## src/rtl/spi_tx_shifter.sv

```systemverilog
// spi_tx_shifter
// Transmit-side shift engine for the soft SPI master. Words arrive over a
// valid/ready handshake into a one-entry holding register, are moved into a
// shift register and serialised onto MOSI one bit per SCLK period. Control
// runs on SCLK rising edges; MOSI is launched on falling edges so the peer
// samples each bit mid-period on the following rising edge.
//
// Ports
//   SCLK          serial clock, all inputs synchronous to it
//   reset_n       synchronous active-low reset
//   tx_data       word to transmit
//   tx_valid      tx_data valid
//   tx_ready      holding register empty
//   shift         shift enable, 0 freezes the bit position
//   burst         a new word is expected right after the current frame
//   clr_underrun  clears the sticky underrun flag
//   MOSI          serial data out
//   busy          a frame is being shifted
//   frame_done    one-cycle pulse after the last bit of a frame
//   underrun      sticky burst-underrun flag
//
// state | meaning
// IDLE  | nothing shifting, MOSI parked at IDLE_MOSI, waiting for hold_full
// SHIFT | sreg driving MOSI, bit_cnt tracks the bit currently on the line

module spi_tx_shifter #(
    parameter int   DATA_W    = 8,
    parameter bit   MSB_FIRST = 1'b1,
    parameter logic IDLE_MOSI = 1'b1
) (
    input  logic              SCLK,
    input  logic              reset_n,
    input  logic [DATA_W-1:0] tx_data,
    input  logic              tx_valid,
    output logic              tx_ready,
    input  logic              shift,
    input  logic              burst,
    input  logic              clr_underrun,
    output logic              MOSI,
    output logic              busy,
    output logic              frame_done,
    output logic              underrun
);

    localparam int               CNT_W    = (DATA_W > 1) ? $clog2(DATA_W) : 1;
    localparam logic [CNT_W-1:0] LAST_BIT = CNT_W'(DATA_W - 1);

    typedef enum logic {
        IDLE  = 1'b0,
        SHIFT = 1'b1
    } state_t;

    state_t            state;
    state_t            state_nxt;
    logic [DATA_W-1:0] hold;
    logic [DATA_W-1:0] sreg;
    logic [DATA_W-1:0] sreg_shifted;
    logic              hold_full;
    logic [CNT_W-1:0]  bit_cnt;
    logic              accept;
    logic              load;
    logic              advance;
    logic              frame_end;
    logic              set_underrun;
    logic              last_bit;

    // Ready comes from the registered flag only, so a word moved into sreg
    // frees the holding register one cycle later (no same-cycle refill).
    assign tx_ready = !hold_full;
    assign accept   = tx_valid && !hold_full;
    assign last_bit = (bit_cnt == LAST_BIT);
    assign busy     = (state == SHIFT);

    always_comb begin
        if (MSB_FIRST) begin
            sreg_shifted = {sreg[DATA_W-2:0], 1'b0};
        end else begin
            sreg_shifted = {1'b0, sreg[DATA_W-1:1]};
        end
    end

    always_ff @(posedge SCLK) begin
        if (!reset_n) begin
            state <= IDLE;
        end else begin
            state <= state_nxt;
        end
    end

    always_comb begin
        state_nxt    = state;
        load         = 1'b0;
        advance      = 1'b0;
        frame_end    = 1'b0;
        set_underrun = 1'b0;
        case (state)
            IDLE: begin
                if (hold_full) begin
                    load      = 1'b1;
                    state_nxt = SHIFT;
                end
            end
            SHIFT: begin
                if (shift) begin
                    if (last_bit) begin
                        frame_end = 1'b1;
                        // A word already waiting is reloaded for a zero-gap frame.
                        if (hold_full) begin
                            load = 1'b1;
                        end else begin
                            state_nxt    = IDLE;
                            set_underrun = burst;
                        end
                    end else begin
                        advance = 1'b1;
                    end
                end
            end
            default: state_nxt = IDLE;
        endcase
    end

    // Control flags. accept and load are mutually exclusive because accept
    // needs the holding register empty and load needs it full.
    always_ff @(posedge SCLK) begin
        if (!reset_n) begin
            hold_full  <= 1'b0;
            bit_cnt    <= '0;
            frame_done <= 1'b0;
            underrun   <= 1'b0;
        end else begin
            if (accept) begin
                hold_full <= 1'b1;
            end else if (load) begin
                hold_full <= 1'b0;
            end

            if (load) begin
                bit_cnt <= '0;
            end else if (advance) begin
                bit_cnt <= bit_cnt + CNT_W'(1);
            end

            frame_done <= frame_end;

            if (set_underrun) begin
                underrun <= 1'b1;
            end else if (clr_underrun) begin
                underrun <= 1'b0;
            end
        end
    end

    // Data registers carry no reset; their contents only matter while the
    // matching valid flag or state says so.
    always_ff @(posedge SCLK) begin
        if (accept) begin
            hold <= tx_data;
        end
        if (load) begin
            sreg <= hold;
        end else if (advance) begin
            sreg <= sreg_shifted;
        end
    end

    always_ff @(negedge SCLK) begin
        if (!reset_n || state != SHIFT) begin
            MOSI <= IDLE_MOSI;
        end else if (MSB_FIRST) begin
            MOSI <= sreg[DATA_W-1];
        end else begin
            MOSI <= sreg[0];
        end
    end

endmodule

```

## config.mk

```make
export PLATFORM = sky130hd
export DESIGN_NAME = spi_tx_shifter
export DESIGN_NICKNAME = d
export VERILOG_FILES = /design/src/rtl/spi_tx_shifter.sv
export SDC_FILE = /design/constraint.sdc
export NUM_CORES = 1
export LEC_CHECK = 0
export CAP_MARGIN = 0
export CORE_MARGIN = 2
export CORE_UTILIZATION = 53
export DETAILED_ROUTE_END_ITERATION = 10
export PLACE_DENSITY = 0.89
export SLEW_MARGIN = 20
export SYNTH_ARGS = -nofsm -noshare
export SYNTH_HDL_FRONTEND = slang
export SYNTH_SLANG_ARGS = --single-unit
```

## constraint.sdc

```tcl
create_clock -name SCLK -period 3.7 [get_ports SCLK]
set_input_delay 0.74 -clock SCLK [delete_from_list [all_inputs] [get_ports SCLK]]
set_output_delay 0.74 -clock SCLK [all_outputs]
set_load 0.03 [all_outputs]
```

==> impl_metrics.yaml <==
power_and_ir_drop:
  comb_power_share: 0.130
  ir_drop_mv: 0.293
  p_total_uw: 497
  p_seq_frac: 0.639
  switching_share: 0.219
  p_int_uw: 388
  powerDensity_nw_per_um2: 419
  p_sw_uw: 109
  power_leakage_nw: 0.479
  p_clk_frac: 0.230
worst_setup_path:
  rr_worst_depth: 1
  r2r-start: "busy"
  critical-path-top-delay-family: "buffers and inverters"
  rrSetupSlack_ps: 1230
  max_stage_delay_ps: 390
  startpoint_type: "flip-flop"
  critPathKind: "flip-flop to primary output"
  slowest_stage: "dlygate4sd2_1"
  worstPathArrival_ps: 2890
  end_kind: "primary output"
  cp_max_fo: 1
  r2r_end: "MOSI"
  critPathBufInv: 1
  worstPathRequired_ps: 2960
  path_cells: "dlygate4sd2_1"
yosys:
  syn-num-nets: 77
  netlist.area_leader.share: 0.496
  synth_area_sq_um: 968
  synth_cells: 60
  ys_types: 20
  ys_seq_area_frac: 0.661
  synth-edff-count: 16
  async_reset_ff_frac: 0
  ys_top_cells_by_count: "edfxtp_1, dfxtp_1, mux2_4, nor2_1, inv_1"
  synth_warnings: 0
  ys.flop_type: "edfxtp_1"
  synth.most_common_cell: "edfxtp_1"
  synth_top_area_cell: "edfxtp_1"
  synth_area_leaders: "edfxtp_1, dfxtp_1, mux2_4, ha_1, nor2_1"
  avgSynthCellArea_sq_um: 16.1
  synth_seq_cells: 24
timing:
  tns_ps: 0
  hold_viol: 0
  slew_viol_final: 0
  setup_violations: 0
  slew_headroom: 0.554
  skew_ps: 45.6
  worst_slew_pin_slew_ps: 667
  timing.final.ws_setup_ps: 72.7
  rsz0062_at_grt: "false"
floorplan:
  rows: 15
  die_width_um: 46.7
  die_area_sq_um: 2190
  coreArea_sq_um: 1730
  pin_count: 19
  start_util: 0.561
  die_h_um: 46.7
grt:
  grt_max_degree: 14
  antenna_found_initial: 0
  grt_overflow: 0
  grt_pass1_vias: 448
  grt.total_usage: 0.140
  grt_pass1_wl_um: 1990
placement:
  port_buffers: 18
  dp_hpwl_um: 991
  place.gp.congestion: 0.695
  dpl_worst_slack_ps: 164
routing:
  wire_per_inst_um: 12.2
  drc: 0
  antenna_left: 0
  vias: 507
  vias_per_cell: 4.78
  drtPass1Iterations: 2
  drt_iter0_markers: 3
  routed_wl_um: 1300
min_path:
  hold-path-cell-count: 2
  hold_start: "bit_cnt[1]"
  hp-class: "flip-flop to flip-flop"
  min_to: "bit_cnt[1]"
clocking:
  clock-sinks: 24
  cts_max_level: 1
  cts_tree: "built"
  clk_pin_slew_ps: 120
  clk_latency_ps: 360
  cts_setup_buffers: 0
  cts-root-buf: "clkbuf_4"
  cts_made_buffers: 3
  clock_path_buffers: 2
job:
  cap_viol_max_count: 0
cells_and_area:
  fillCellCount: 137
  area_growth_pct: 22.4
  fin_nets: 99
  antenna_cells: 0
  drive_gt1_frac: 0.160
outcome:
  status: "completed"
[metrics by stage]
step           hold slack (ps)  utilization  cell area (sq um)  instances
2_1_floorplan              468            -                968         60
3_3_place_gp               482        0.672               1160        102
3_5_place_dp               499        0.672               1160        102
4_1_cts                    529        0.686               1180        106
5_1_grt                    569        0.686               1180        106
6_report                   516        0.686               1180        106
[logic make-up after synthesis]
group                      share of synthesized area
buffers and inverters                         0.0362
muxes                                          0.129
AOI/OAI and AO/OA                             0.0388
adders and majority gates                     0.0388
DFF                                            0.661
xor gates and xnor gates                     0.00905
and+or+nand+nor                               0.0866
[cells in the final DEF (no fill, tap or decap), types with 2 or more instances in the layout]
| cell | n |
|---|---|
| clkbuf_4 | 3 |
| clkdlybuf4s50_1 | 17 |
| dfxtp_1 | 8 |
| edfxtp_1 | 16 |
| ha_1 | 3 |
| inv_1 | 4 |
| mux2_4 | 7 |
| mux2i_1 | 2 |
| nand3b_1 | 2 |
| nor2_1 | 6 |
[sequential cells by signal (all words and copies together) (netlist names)]
| register | count |
|---|---|
| sreg | 8 |
| MOSI | 1 |
| hold_full | 1 |
| hold | 8 |
| bit_cnt | 3 |
| frame_done | 1 |
| busy | 1 |
| underrun | 1 |
[power groups by stage]
| stage | logic, mW | registers [mW] | clock network [mW] |
|---|---|---|---|
| final | 0.0648 | 0.318 | 0.115 |
| after global routing | 0.0692 | 0.320 | 0.131 |
| after CTS | 0.0657 | 0.318 | 0.120 |
| after detailed placement | 0.0659 | 0.323 | 0.00338 |
| after global placement | 0.0638 | 0.323 | 0.00338 |
| after floorplan | 0.0422 | 0.324 | 0.00338 |
[metal layers]
layer / global-route usage / vias to the layer above / routed length [um]
met2: 0.211 / 10 / 613
met4: 0.0333 / 0 / 9
li1: - / 256 / -
met3: 0.0808 / 3 / 65
met1: 0.177 / 238 / 608
met5: 0 / - / 0
[timing repair]
action,in CTS,in global routing
gates resized for setup,1,0
setup endpoints to repair,1,0
hold buffers,0,0
[worst max-delay path by stage]
stage	from	cells after the start	end	slack [ps]
after global placement	MOSI	1	MOSI	170
final	MOSI	1	MOSI	70
after floorplan	MOSI	0	MOSI	650
after CTS	MOSI	1	MOSI	60
after global routing	MOSI	1	MOSI	10
after detailed placement	MOSI	1	MOSI	160
[cell type report]
class	count	area, sq um	area share
Clock buffer	3	22.5	0.0190
Clock inverter	2	7.51	0.00634
Inverter	3	11.3	0.00950
Multi-Input combinational cell	31	293	0.247
Sequential cell	24	641	0.541
Tap cell	25	31.3	0.0264
Timing Repair Buffer	18	179	0.151
Note: power is estimated with default switching activity, not from simulation.
